## config.mk

```make
export PLATFORM = sky130hd
export DESIGN_NAME = axi_read_master
export DESIGN_NICKNAME = d
export VERILOG_FILES = /design/src/rtl/axi_pkg.sv /design/src/rtl/axi_read_master.sv
export SDC_FILE = /design/constraint.sdc
export NUM_CORES = 1
export LEC_CHECK = 0
export ABC_AREA = 0
export CORE_AREA = 2 2 71 73
export DETAILED_ROUTE_END_ITERATION = 12
export DIE_AREA = 0 0 73 75
export HOLD_SLACK_MARGIN = 0.15
export MAX_ROUTING_LAYER = met4
export PLACE_DENSITY = 0.83
export SYNTH_ARGS = -nofsm -noshare
export SYNTH_HDL_FRONTEND = slang
export SYNTH_SLANG_ARGS = --single-unit
export TNS_END_PERCENT = 50
```

## constraint.sdc

```tcl
create_clock -name aclk -period 3.1 [get_ports aclk]
set_input_delay 0.62 -clock aclk [delete_from_list [all_inputs] [get_ports aclk]]
set_output_delay 0.62 -clock aclk [all_outputs]
set_load 0.05 [all_outputs]
```

## src/rtl/axi_pkg.sv

```systemverilog
// ============================================================================
// Module  : axi_pkg
// Purpose : Shared AXI read-side encodings and the read-master FSM state type.
// Revision: 1.0 - initial release
// ============================================================================
`default_nettype none

package axi_pkg;

  typedef enum logic [1:0] {
    ST_IDLE = 2'd0,
    ST_ADDR = 2'd1,
    ST_DATA = 2'd2,
    ST_DONE = 2'd3
  } rd_state_t;

  localparam logic [1:0] BURST_FIXED = 2'b00;
  localparam logic [1:0] BURST_INCR  = 2'b01;
  localparam logic [1:0] BURST_WRAP  = 2'b10;

  localparam logic [1:0] RESP_OKAY   = 2'b00;
  localparam logic [1:0] RESP_EXOKAY = 2'b01;
  localparam logic [1:0] RESP_SLVERR = 2'b10;
  localparam logic [1:0] RESP_DECERR = 2'b11;

endpackage

`default_nettype wire

```

## src/rtl/axi_read_master.sv

```systemverilog
// ============================================================================
// Module  : axi_read_master
// Purpose : Single-burst AXI INCR read master streaming R beats downstream.
//           Define AXI_RD_RESP_CHECK_EN to enable the sticky rresp/rlast check.
// Revision: 1.0 - initial release
// ============================================================================
`default_nettype none

module axi_read_master
  import axi_pkg::*;
#(
  parameter int ADDRESS_WIDTH = 8,
  parameter int DATA_WIDTH    = 32
) (
  input  logic                     aclk,
  input  logic                     aresetn,
  input  logic                     cmd_valid,
  output logic                     cmd_ready,
  input  logic [ADDRESS_WIDTH-1:0] cmd_addr,
  input  logic [7:0]               cmd_len,
  output logic [ADDRESS_WIDTH-1:0] araddr,
  output logic [7:0]               arlen,
  output logic [2:0]               arsize,
  output logic [1:0]               arburst,
  output logic                     arvalid,
  input  logic                     arready,
  input  logic [DATA_WIDTH-1:0]    rdata,
  input  logic [1:0]               rresp,
  input  logic                     rlast,
  input  logic                     rvalid,
  output logic                     rready,
  output logic [DATA_WIDTH-1:0]    out_data,
  output logic                     out_valid,
  input  logic                     out_ready,
  output logic                     out_last,
  output logic                     done,
  output logic                     err
);

  localparam int SIZE_LOG2 = $clog2(DATA_WIDTH / 8);

  rd_state_t  state;
  rd_state_t  next_state;
  logic [8:0] beat_cnt;
  logic       cmd_accept;
  logic       beat_accept;
  logic       last_beat;

  assign arsize      = SIZE_LOG2[2:0];
  assign arburst     = BURST_INCR;
  assign out_data    = rdata;
  assign cmd_accept  = (state == ST_IDLE) && cmd_valid;
  assign beat_accept = (state == ST_DATA) && rvalid && out_ready;
  assign last_beat   = (beat_cnt == {1'b0, arlen});

  always_ff @(posedge aclk or negedge aresetn) begin
    if (!aresetn) begin
      state <= ST_IDLE;
    end else begin
      state <= next_state;
    end
  end

  // Address/length stay frozen from command accept until the next command.
  always_ff @(posedge aclk or negedge aresetn) begin
    if (!aresetn) begin
      araddr   <= '0;
      arlen    <= '0;
      beat_cnt <= '0;
    end else if (cmd_accept) begin
      araddr   <= cmd_addr;
      arlen    <= cmd_len;
      beat_cnt <= '0;
    end else if (beat_accept && !last_beat) begin
      beat_cnt <= beat_cnt + 9'd1;
    end
  end

  always_comb begin
    next_state = state;
    cmd_ready  = 1'b0;
    arvalid    = 1'b0;
    rready     = 1'b0;
    out_valid  = 1'b0;
    out_last   = 1'b0;
    done       = 1'b0;
    case (state)
      ST_IDLE: begin
        cmd_ready = 1'b1;
        if (cmd_valid) next_state = ST_ADDR;
      end
      ST_ADDR: begin
        arvalid = 1'b1;
        if (arready) next_state = ST_DATA;
      end
      ST_DATA: begin
        rready    = out_ready;
        out_valid = rvalid;
        out_last  = last_beat;
        // Burst length is owned by arlen; rlast never terminates the burst.
        if (beat_accept && last_beat) next_state = ST_DONE;
      end
      ST_DONE: begin
        done       = 1'b1;
        next_state = ST_IDLE;
      end
      default: next_state = ST_IDLE;
    endcase
  end

`ifdef AXI_RD_RESP_CHECK_EN
  always_ff @(posedge aclk or negedge aresetn) begin
    if (!aresetn) begin
      err <= 1'b0;
    end else if (cmd_accept) begin
      err <= 1'b0;
    end else if (beat_accept && ((rresp != RESP_OKAY) || (rlast != last_beat))) begin
      err <= 1'b1;
    end
  end
`else
  logic unused_resp;
  assign unused_resp = ^{rresp, rlast};
  assign err         = 1'b0;
`endif

endmodule

`default_nettype wire

```

==> results.md, run 1 <==
* Main synth FF type: dfrtp_1
* Worst hold path class: flip-flop to flip-flop
* Root Driver: clkbuf_8
* Post-CTS setup buffer count at 0
* RSZ-0062 raised after global routing: false
* Worst Path Class, Setup: primary input to output pin
* Worst reg-to-reg path cell count at 6
* Util after Layout at 42.23%
* Post-DP Area at 0.001923 mm²
* Power per cell area at roughly 1000 mW/mm²
* Reg2reg setup slack at 1.16 ns
* Worst setup path startpoint: out_ready
* Peak Freq at 376.8 MHz
* Synthesized flop and latch total at 27
* Row cnt at 25
* Period Utilization, post-route at 85.61%
* Synth top area share at 39.44%
* Htree depth at 1
* Fraction of synthesized cell area in xor and xnor cells at 5.113%
* Proportion of synthesized area in mux cells at 1.242%
* Clk pwr share at 10.1%
* Starting Density at 36.75%
* Min-delay src: araddr[3]
* Crit Path Max Fanout at 3
* Post-synth EDFFs at 0
* Worst slew pin tran at 0.8600 ns
* Switching Share at about half
* Largest net degree at the start of global routing at 28
* Hold_ws at 0.4805 ns
* Peak supply drop at 423.6 µV
* Number of diodes at 0
* Gr usage total at between 10 and 15%
* Post-Synth Adder-Cell Area at 4.383%
* Final max-slew violation count at 0
* Final hold vios at 0
* I/O pins at 117
* Share of cells above drive strength 1 at 7.389%
* Syn Area/Cell at 8.829 µm²
* Worst-Skew Late Latency at 0.27 ns
* Status: finished, final reports clean
* Flop pwr share at between 20% and 30%
* Longest Clk Path Bufs at 2
* Final setup fails at 0
* Synth warn at 0
* Leak Pwr at 0.9798 nW
* Area contributors post-synth: dfrtp_1, buf_4, nand2_1
* Comb pwr share at 61.0%
* Yosys top cell by area: dfrtp_1
* Worst-path clk slew at around 0.090 ns
* CP required at about 2.5 ns
* Post-CTS sizing at 0
* Fin area at 0.001968 mm²
* Simple-gate share of the synthesized area at 22.13%
* Drc violations at 0
* Syn-to-layout area delta at 14.90%
* GR Overflow Total at 0
* Final layout net count at 267
* Synthesized area at 0.001713 mm²
* Minimum clock period after layout at 2.654 ns
* ANT nets after route at 0
* Vias per cell at 4.774
* End of the worst register-to-register path: beat_cnt[5]
* CP arrival at 2.03 ns
* Die height at 75 µm
* Cell count after synthesis at 194
* First-pass GRT wire length at 5478 µm
* Gpl congestion at 0.7737
* Int Pwr at 967.3 µW
* Hold-critical path depth at 2
* Drt first-iter violations at 67
* Num CTS Buffers at 3
* Setup Skew at 0.005791 ns
* Hold endpoint: araddr[3]
* Routed len/inst at 12.60 µm
* Core Box Area at 0.004661 mm²
* FF-to-FF Start: state[0]
* Post-synthesis sequential area ratio at about two fifths
* Hold-fix buffers, CTS at 0
* Die width at 73 µm
* Largest family of logic cells by synthesized area: simple AND/OR/NAND/NOR gates
* Port-buffer cells at 43
* Vias in the first global route at 1237
* Library cells used by synthesis at 33
* DP HPWL at 2389 µm
* Synth Area in Compound Gates at roughly 8%
* Slew margin rel. at a little over two fifths
* TritonCTS clock tree: built
* Switch Pwr at 1.011 mW
* DIE AREA at 0.005475 mm²
* Routed WL at approximately 3200 µm
* Vias at 1227
* Initial antenna violation count at 0
* Max-Cap Viols at 0
* Async set-reset flop share out of synthesis at 100.0%
* Final TNS setup at 0 ns
* Startpoint types: primary input
* CTS Sinks at 27
* Crit end category: output pin
* First drt pass iteration count at 4
per-stage QoR:
step	power, mW	std cells	setup WS, ns
floorplan	1.538	198	0.5811
global placement	1.767	253	0.4645
detailed placement	1.800	253	0.4440
CTS	2.003	257	0.4359
global route	2.114	257	0.3148
finish	1.978	257	0.4462
power by group through the flow:
stage / clock, mW / sequential [mW] / combinational, mW
2_1_floorplan: 0 / 0.902 / 0.636
3_3_place_gp: 0 / 0.579 / 1.19
3_5_place_dp: 0 / 0.581 / 1.22
4_1_cts: 0.206 / 0.574 / 1.22
5_1_grt: 0.220 / 0.594 / 1.30
6_report: 0.200 / 0.572 / 1.21
flip-flops by register name, summed over array words and instances (netlist names):
name / cells
state: 2
beat_cnt: 9
araddr: 8
arlen: 8
kinds of logic (layout without fill, tap and decap cells):
group	Yosys count	in the layout
compound gates	16	16
other cells	2	6
simple gates	83	83
flops	27	27
xor+xnor	10	10
mux	2	2
fa+ha+maj	6	6
buf+inv	48	53
cell type report:
class | instances | area, µm²
fill | 458 | 2693
sequential | 27 | 675.6
multi-input combinational | 123 | 721.9
tap | 54 | 67.56
clock buffer | 4 | 45.04
inverter | 4 | 15.01
timing repair buffer | 45 | 442.9
worst max path at each step:
| stage | slack [ns] | cells after the start | endpoint |
|---|---|---|---|
| 6_report | 0.45 | 3 | rready |
| 5_1_grt | 0.31 | 4 | rready |
| 4_1_cts | 0.44 | 4 | rready |
| 3_5_place_dp | 0.44 | 3 | rready |
| 3_3_place_gp | 0.46 | 3 | rready |
| 2_1_floorplan | 0.58 | 4 | out_last |
layout by cell type (no fill, tap or decap), types with 2 or more instances in the layout:
cell	synthesis	layout
a31oi_1	3	3
inv_1	4	4
xnor2_1	2	2
and3_1	3	3
clkbuf_8	0	3
xor2_1	8	8
ha_1	6	6
buf_4	38	3
dfrtp_1	27	27
conb_1	2	6
and2_1	5	5
nand3_1	5	5
clkdlybuf4s50_1	0	42
nor2_1	8	8
a41o_1	2	2
nand2_1	56	56
a21oi_1	2	2
a31o_2	2	2
worst max-delay path, cell delays in order:
cell             delay (ns)
clkdlybuf4s50_1        0.49
and2_1                 0.13
clkdlybuf4s50_1        0.79
routing by layer:
layer / track usage (%) / vias to the layer above / wire length (µm)
met1: 16.23 / 573 / 1423
met3: 2.276 / 6 / 183
met4: 4.733 / 0 / 51
li1: - / 602 / -
met5: - / - / 0
met2: 20.92 / 46 / 1579
synth_stat cells (all sizes together) (4+ instances only):
master  instances
nor2            8
xor2            8
nand3           5
a31oi           4
inv             4
dfrtp          27
buf            39
nand2          56
clkbuf          5
and3            4
and2            5
ha              6
Note: power is estimated with default switching activity, not from simulation.
==> run 2: changes to the inputs <==
--- a/config.mk
+++ b/config.mk
@@ -12,6 +12,7 @@
 export HOLD_SLACK_MARGIN = 0.15
 export MAX_ROUTING_LAYER = met4
 export PLACE_DENSITY = 0.83
+export RECOVER_POWER = 50
 export SYNTH_ARGS = -nofsm -noshare
 export SYNTH_HDL_FRONTEND = slang
 export SYNTH_SLANG_ARGS = --single-unit
==> results.md, run 2 (synthesis gave the netlist of run 1 again) <==
* Status: finished, final reports clean
* Worst Path Class, Setup: primary input to output pin
* Worst-Skew Late Latency at 0.27 ns (about the same)
* Hold-critical path depth at 2 (unchanged)
* Min-delay src: araddr[3]
* Most common cell after layout, fill and taps aside: nand2_1
* Comb pwr share at 61.0% (about the same)
* First drt pass iteration count at 4 (unchanged)
* Share of cells above drive strength 1 at 6.897% (-0.49 points)
* Setup Skew at 0.005705 ns (-0.00008604 ns)
* Util after Layout at 42.15% (-0.081 points)
* I/O pins at 117 (unchanged)
* Commonest cells after routing, fill and taps aside: nand2_1, clkdlybuf4s50_1, dfrtp_1
* Fin area at 0.001964 mm² (-0.19%)
* Post-CTS setup buffer count at 0 (unchanged)
* Leak Pwr at 0.9764 nW (-0.34%)
* Longest Clk Path Bufs at 2 (unchanged)
* Peak supply drop at 424.1 µV (+0.11%)
* CP arrival at 2.03 ns (about the same)
* Core Box Area at 0.004661 mm² (unchanged)
* Final layout net count at 267 (unchanged)
* Row cnt at 25 (unchanged)
* Initial antenna violation count at 0 (unchanged)
* Crit Path Max Fanout at 3 (unchanged)
* Reg2reg setup slack at 1.16 ns (about the same)
* Vias per cell at 4.786 (+0.24%)
* CP dominant cell by count: clkdlybuf4s50_1
* CP max stage delay at 0.79 ns (about the same)
* Max FFs per register at 9 (unchanged)
* Peak Freq at 376.8 MHz (unchanged)
* Worst path cell trace: clkdlybuf4s50_1, and2_1, clkdlybuf4s50_1
* ANT nets after route at 0 (unchanged)
* RSZ-0062 raised after global routing: false
* First-pass GRT wire length at 5478 µm (unchanged)
* Final hold vios at 0 (unchanged)
* Final max-slew violation count at 0 (unchanged)
* Max-Cap Viols at 0 (unchanged)
* Starting Density at 36.75% (unchanged)
* Port-buffer cells at 43 (unchanged)
* Die height at 75 µm (unchanged)
* Gpl congestion at 0.7737 (unchanged)
* TritonCTS clock tree: built
* GR Overflow Total at 0 (unchanged)
* Htree depth at 1 (unchanged)
* Switch Pwr at 1.010 mW (about the same)
* Final setup fails at 0 (unchanged)
* Slew margin rel. at 5.422% (-37 points)
* Largest net degree at the start of global routing at 28 (unchanged)
* Post-CTS sizing at 0 (unchanged)
* DP HPWL at 2389 µm (unchanged)
* CP required at 2.48 ns (about the same)
* Worst-path clk slew at 0.09 ns (about the same)
* Worst slew pin tran at 1.419 ns (+0.5586 ns)
* Hold endpoint: araddr[3]
* CP max-delay cell: clkdlybuf4s50_1
* Power per cell area at 1006 mW/mm² (+0.14%)
* Minimum clock period after layout at 2.654 ns (unchanged)
* Routed len/inst at 12.61 µm (+0.12%)
* Vias in the first global route at 1237 (unchanged)
* Period Utilization, post-route at 85.61% (unchanged)
* DIE AREA at 0.005475 mm² (unchanged)
* Startpoint types: primary input
* End of the worst register-to-register path: beat_cnt[5]
* CTS Sinks at 27 (unchanged)
* Drc violations at 0 (unchanged)
* Clk pwr share at 10.1% (about the same)
* Hold-fix buffers, CTS at 0 (unchanged)
* Drt first-iter violations at 67 (unchanged)
* Regs by FF count: beat_cnt (9), araddr (8), arlen (8)
* Syn-to-layout area delta at 14.68%
* Num CTS Buffers at 3 (unchanged)
* Root Driver: clkbuf_8
* Routed WL at 3242 µm (+0.12%)
* Switching Share at 51.11% (about the same)
* Vias at 1230 (+0.24%)
* Worst hold path class: flip-flop to flip-flop
* Int Pwr at 966.4 µW (about the same)
* Die width at 73 µm (unchanged)
* Crit end category: output pin
* Post-DP Area at 0.001923 mm² (unchanged)
* Final TNS setup at 0 ns (unchanged)
* Flop pwr share at 28.9% (about the same)
* Largest Register: beat_cnt
* Number of diodes at 0 (unchanged)
* Worst reg-to-reg path cell count at 6 (unchanged)
* Gr usage total at 12.93% (unchanged)
* FF-to-FF Start: state[0]
## run 2: power by group through the flow
stage	sequential [mW]	combinational (mW)	clock, mW
CTS	0.574	1.22	0.206
detailed placement	0.581	1.22	0
floorplan	0.902	0.636	0
global route	0.594	1.30	0.220
finish	0.571	1.21	0.200
global placement	0.579	1.19	0
## run 2: metrics by stage
step	worst slack [ns]	std cells	total power, mW	hold WS (ns)
4_1_cts	0.4359	257	2.003	0.4845
5_1_grt	0.3148	257	2.113	0.5218
2_1_floorplan	0.5811	198	1.538	0.3244
3_3_place_gp	0.4645	253	1.767	0.4587
6_report	0.4462	257	1.977	0.4804
3_5_place_dp	0.4440	253	1.800	0.4615
## run 2: area by class of cell
class	count	area, µm²
fillers	460	2696
multi-input cells	123	721.9
repair buffers	45	439.2
inverters	4	15.01
clock buffers	4	45.04
flip-flops and latches	27	675.6
well taps	54	67.56
## run 2: per-layer routing
layer	GRT usage [%]	up-vias	wire length (µm)
met4	4.733	0	51
met2	20.92	46	1577
li1	-	602	-
met1	16.23	576	1429
met3	2.276	6	183
met5	-	-	0
## run 2: worst max path at each step
stage | from | to | slack (ns) | depth (start not counted)
floorplan | arlen[7] | out_last | 0.58 | 4
global placement | out_ready | rready | 0.46 | 3
detailed placement | out_ready | rready | 0.44 | 3
CTS | state[0] | rready | 0.44 | 4
global route | state[0] | rready | 0.31 | 4
finish | out_ready | rready | 0.45 | 3
## run 2: worst max-delay path, delay by kind of cell
family / cells / cell delay [ns]
and+or+nand+nor: 1 / 0.13
buffers and inverters: 2 / 1.28
